==> src/rtl/sram_port_arbiter.sv <==
// sram_port_arbiter: shares one single-port SRAM controller between two requesters.
//
// Port 0 is the pipeline MEM stage. Port 1 is a secondary master, such as a
// write-back buffer or an instruction refill.
//
// Each access runs through the controller's enable / not-ready handshake.
// Read data goes back to the port that won, and each port gets a stall signal.
//
// Ports:
//   clk, rst             clock, asynchronous active-high reset
//   rN_rd, rN_wr         port N read / write request, held until rN_done
//   rN_addr, rN_wdata    port N address / write data, snapshot at grant
//   rN_rdata             port N read data, valid with rN_done
//   rN_done              one-cycle completion pulse for port N
//   rN_stall             port N has a request pending that is not yet done
//   mem_r_en, mem_w_en   enables toward the SRAM controller
//   mem_addr, mem_wdata  registered address / write data toward the controller
//   mem_rdata            read data from the controller
//   mem_not_ready        controller busy, high from the issue cycle
//   arb_err              sticky flag, set when WAIT times out; cleared only by rst
//
// Optional build macro SRAM_ARB_RR_EN:
//   Defined   -> round-robin arbitration between the two ports.
//   Undefined -> fixed priority, port 0 wins.
module sram_port_arbiter #(
   parameter int ADDR_W  = 16,
   parameter int DATA_W  = 32,
   parameter int TIMEOUT = 31
) (
   input  logic              clk,
   input  logic              rst,
   input  logic              r0_rd,
   input  logic              r0_wr,
   input  logic [ADDR_W-1:0] r0_addr,
   input  logic [DATA_W-1:0] r0_wdata,
   output logic [DATA_W-1:0] r0_rdata,
   output logic              r0_done,
   output logic              r0_stall,
   input  logic              r1_rd,
   input  logic              r1_wr,
   input  logic [ADDR_W-1:0] r1_addr,
   input  logic [DATA_W-1:0] r1_wdata,
   output logic [DATA_W-1:0] r1_rdata,
   output logic              r1_done,
   output logic              r1_stall,
   output logic              mem_r_en,
   output logic              mem_w_en,
   output logic [ADDR_W-1:0] mem_addr,
   output logic [DATA_W-1:0] mem_wdata,
   input  logic [DATA_W-1:0] mem_rdata,
   input  logic              mem_not_ready,
   output logic              arb_err
);
   localparam int CW = $clog2(TIMEOUT + 1);
   localparam logic [CW-1:0] T_LAST = CW'(TIMEOUT - 1);
   typedef enum logic [1:0] {IDLE, ISSUE, WAIT, DONE} state_t;
   state_t            state;
   logic              grant;
   logic              op_rd;
   logic [CW-1:0]     cnt;
   logic              req0, req1, pick, sel_rd;
   logic [ADDR_W-1:0] sel_addr;
   logic [DATA_W-1:0] sel_wdata;
   assign req0 = r0_rd | r0_wr;
   assign req1 = r1_rd | r1_wr;
   assign r0_stall = req0 & ~r0_done;
   assign r1_stall = req1 & ~r1_done;
`ifdef SRAM_ARB_RR_EN
   logic last_grant;
   // On a tie, serve the port that was not served last. A lone requester always wins.
   assign pick = (req0 & req1) ? ~last_grant : ~req0;
`else
   assign pick = ~req0;
`endif
   // When rd and wr are both set, the access is a read.
   assign sel_rd    = pick ? r1_rd : r0_rd;
   assign sel_addr  = pick ? r1_addr : r0_addr;
   assign sel_wdata = pick ? r1_wdata : r0_wdata;
   always_ff @(posedge clk or posedge rst) begin
      if (rst) begin
         state     <= IDLE;
         grant     <= 1'b0;
         op_rd     <= 1'b0;
         cnt       <= '0;
         mem_r_en  <= 1'b0;
         mem_w_en  <= 1'b0;
         mem_addr  <= '0;
         mem_wdata <= '0;
         r0_rdata  <= '0;
         r1_rdata  <= '0;
         r0_done   <= 1'b0;
         r1_done   <= 1'b0;
         arb_err   <= 1'b0;
`ifdef SRAM_ARB_RR_EN
         last_grant <= 1'b1;
`endif
      end else begin
         r0_done <= 1'b0;
         r1_done <= 1'b0;
         case (state)
            IDLE: if (req0 | req1) begin
               grant     <= pick;
               op_rd     <= sel_rd;
               mem_addr  <= sel_addr;
               mem_wdata <= sel_wdata;
               mem_r_en  <= sel_rd;
               mem_w_en  <= ~sel_rd;
`ifdef SRAM_ARB_RR_EN
               last_grant <= pick;
`endif
               state     <= ISSUE;
            end
            ISSUE: state <= WAIT;
            WAIT: if (!mem_not_ready || cnt == T_LAST) begin
               // Completion has priority over the timeout in the same cycle.
               mem_r_en <= 1'b0;
               mem_w_en <= 1'b0;
               if (mem_not_ready)
                  arb_err <= 1'b1;
               else if (op_rd && grant)
                  r1_rdata <= mem_rdata;
               else if (op_rd)
                  r0_rdata <= mem_rdata;
               // If the requester dropped its request, the access still finishes but no done pulse is sent.
               r0_done <= ~grant & req0;
               r1_done <= grant & req1;
               state   <= DONE;
            end else begin
               cnt <= cnt + 1'b1;
            end
            DONE: begin
               cnt   <= '0;
               state <= IDLE;
            end
            default: state <= IDLE;
         endcase
      end
   end
endmodule
==> config.mk <==
export PLATFORM = sky130hd
export DESIGN_NAME = sram_port_arbiter
export DESIGN_NICKNAME = d
export VERILOG_FILES = /design/src/rtl/sram_port_arbiter.sv
export SDC_FILE = /design/constraint.sdc
export NUM_CORES = 1
export LEC_CHECK = 0
export CAP_MARGIN = 10
export CORE_MARGIN = 2
export CORE_UTILIZATION = 41
export CTS_CLUSTER_SIZE = 40
export DETAILED_ROUTE_END_ITERATION = 8
export DONT_BUFFER_PORTS = 1
export MAX_ROUTING_LAYER = met4
export PLACE_DENSITY = 0.51
export SLEW_MARGIN = 20
export SYNTH_ARGS = -nofsm -noshare
export SYNTH_HDL_FRONTEND = slang
export SYNTH_SLANG_ARGS = --single-unit
==> constraint.sdc <==
create_clock -name clk -period 13.72 [get_ports clk]
set_input_delay 4.116 -clock clk [delete_from_list [all_inputs] [get_ports clk]]
set_output_delay 4.116 -clock clk [all_outputs]
set_load 0.01 [all_outputs]
==> impl_metrics.toml <==
[clock_tree]
cts_sinks = 126
clock_tree.root_cell = "clkbuf_16"
worstSkewPairLatency_ns = 0.41
numCtsBuffers = 17
cts_tree = "yes"
clockBufferDepth = 2
clkTransAtPathRegs_ns = 0.06
cts_resized = 0
postCtsSetupBuffers = 0
h-tree-depth = 4
cts_hold_buf = 0

[worst_setup_path]
crit_cells = 2
slowest_stage = "nor2_1"
path_buf_inv = 0
path_cells = "nor2_1 -> nor2_1"
rr_worst_depth = 5
end_kind = "primary output"
worstSetupPathType = "input port to primary output"
critPathArrivalTime_ns = 4.42
crit_top_cell = "nor2_1"
worst-endpoint-required_ns = 9.60
cpPeakStageDelay_ns = 0.19
crit_family = "simple AND/OR/NAND/NOR gates"
cp-start-kind = "input port"
critPathMaxFanout = 3

[grt]
antenna_found_initial = 0
overflow = 0
grt_pass1_vias = 3356
grt_usage_pct = 17.4
grt_first_pass_wirelength_um = 18300
grt_max_degree = 95

[synth]
synth_top_family_by_area = "multiplexers"
syn_nets = 558
syn_inst = 418
synth-xor-area-share_pct = 0
synth.distinct_cells = 37
synthMuxAreaShare_pct = 22.9
synth_compound_area_share_pct = 7.32
synth-adder-area-share_pct = 1.17
syn-cell-area_um2 = 5340
ys_seq_area_share_pct = 59.1
ys_warn_count = 0
synthSimpleGateAreaFrac_pct = 6.45
synth_seq_cells = 126
avgSynthCellArea_um2 = 12.8

[timing]
finalClockSkew_ns = 0.00870
setup_viol = 0
setup-tns-final_ns = 0
fin_crit_sh_pct = 62.3
setup_slack_ns = 5.18
slew_viol_final = 0
rsz0062_at_grt = "no"
slew_headroom_pct = 35.8
hold_viol = 0
layout_min_cycle_time_ns = 8.54
fmax_mhz = 117
tightest_slew_ns = 0.963

[floorplanning]
core_um2 = 12700
dieHeight_um = 118
fp.dieW_um = 118
dieArea_um2 = 13900
io_pins = 254
start_util_pct = 42.1
num_rows = 41

[finish]
finalNetCount = 557
utilization_pct = 48.0
syn2layout_area_growth_pct = 13.9
fin_area_um2 = 6080
final_common_cell = "dfrtp_1"
drive_above_1_share_pct = 23.8
insertedDiodeCount = 0
mostFrequentLayoutCells = "126 x dfrtp_1, 63 x mux2_2, 52 x nand2_1"

[placement]
dpl_cell_area_um2 = 5480
io_buffers = 0
dp_slack_ns = 5.19
hpwlAfterDp_um = 8160
place.gp.congestion = 0.749

[drt]
drt_iter0_markers = 142
drt_wl_total_um = 11400
first_pass_iters = 4
wl_per_cell_um = 19.0
route.detailed.drc = 0
viasPerCell = 5.22
vias = 3135
ant_nets = 0

[job]
drv_cap = 0

[outcome]
status = "completed"

[pwr]
vdd_drop_max_mv = 0.0994
p_per_area_nw_per_um2 = 249
power.total_uw = 1510
p_leak_uw = 0.00271

[hold_path]
worstHoldPathType = "flip-flop to flip-flop"
whs_path_depth = 2
-- where the power goes --
| group | switching, uW | internal [uW] |
|---|---|---|
| Clock | 157 | 293 |
| Combinational | 146 | 152 |
| Sequential | 215 | 551 |
-- Yosys cell counts --
master / number / area [um^2]
nor4bb_1: 1 / 10.0
inv_1: 8 / 30.0
o2bb2ai_1: 2 / 17.5
buf_2: 16 / 80.1
o32ai_1: 1 / 8.76
nor2b_1: 4 / 25.0
mux2i_1: 49 / 490
o41ai_4: 1 / 27.5
a211oi_1: 1 / 7.51
clkbuf_1: 6 / 22.5
o21ai_0: 46 / 230
nand4b_1: 1 / 8.76
nor4b_1: 2 / 17.5
dfrtp_1: 126 / 3150
nand3_1: 1 / 5.00
o22ai_1: 1 / 6.26
mux2_2: 63 / 709
and3_1: 2 / 12.5
and3b_1: 1 / 8.76
ha_1: 5 / 62.6
nand2_1: 52 / 195
buf_4: 1 / 7.51
a211o_1: 2 / 17.5
nor2_1: 4 / 15.0
nand4_1: 3 / 18.8
nor2_2: 1 / 6.26
a21oi_1: 2 / 10.0
o32a_1: 1 / 10.0
mux2_1: 2 / 22.5
a21boi_0: 1 / 7.51
o21bai_1: 2 / 15.0
o21ai_1: 3 / 15.0
a32oi_1: 1 / 8.76
buf_6: 2 / 22.5
o22a_1: 1 / 8.76
and2_1: 1 / 6.26
nor3b_1: 2 / 15.0
-- per-stage QoR --
stage	hold WS, ns	instances
4_1_cts	0.514	601
3_5_place_dp	0.500	570
2_1_floorplan	0.458	418
6_report	0.509	601
3_3_place_gp	0.501	570
5_1_grt	0.544	601
-- kinds of logic (layout without fill, tap and decap cells) --
| kind of cell | count (synthesis) | in the layout |
|---|---|---|
| adder cells (fa/ha/maj) | 5 | 5 |
| AO/OA/AOI/OAI | 65 | 65 |
| buffers and inverters | 33 | 44 |
| flip-flops | 126 | 126 |
| multiplexers | 114 | 114 |
| AND/OR/NAND/NOR | 75 | 75 |
-- final timing paths --
| kind | start | end | slack, ns |
|---|---|---|---|
| setup reg to reg | state[0]$_DFFE_PP0P_ | r0_rdata[20]$_DFFE_PP0P_ | 11.59 |
| hold reg to reg | op_rd$_DFFE_PP0P_ | op_rd$_DFFE_PP0P_ | 0.51 |
| min in group asynchronous | rst | r0_rdata[24]$_DFFE_PP0P_ | 3.78 |
| hold / removal | op_rd$_DFFE_PP0P_ | op_rd$_DFFE_PP0P_ | 0.51 |
| setup / recovery | r1_wr | r1_stall | 5.18 |
| max in group asynchronous | rst | mem_wdata[8]$_DFFE_PP0P_ | 8.73 |
-- metal layers --
metal,up-vias,track usage [%],part of all wire (%)
met4,0,6.78,1.7
met1,1477,19.0,38
met5,-,-,0
met2,180,27.7,49
met3,16,7.85,12
li1,1462,-,-
-- sequential cells by signal, summed over array words and instances, names as in the netlist --
signal	count
mem_wdata	32
cnt	5
mem_r_en	1
op_rd	1
arb_err	1
mem_w_en	1
r1_done	1
r0_done	1
r0_rdata	32
state	2
grant	1
r1_rdata	32
mem_addr	16
-- area by class of cell --
cell class | instances | area, um^2
Fill cell | 1178 | 6600
Sequential cell | 126 | 3150
Multi-Input combinational cell | 259 | 2040
Clock buffer | 20 | 457
Tap cell | 172 | 215
Clock inverter | 11 | 141
Timing Repair Buffer | 5 | 37.5
Inverter | 8 | 32.5
(Power assumes the default switching activity.)
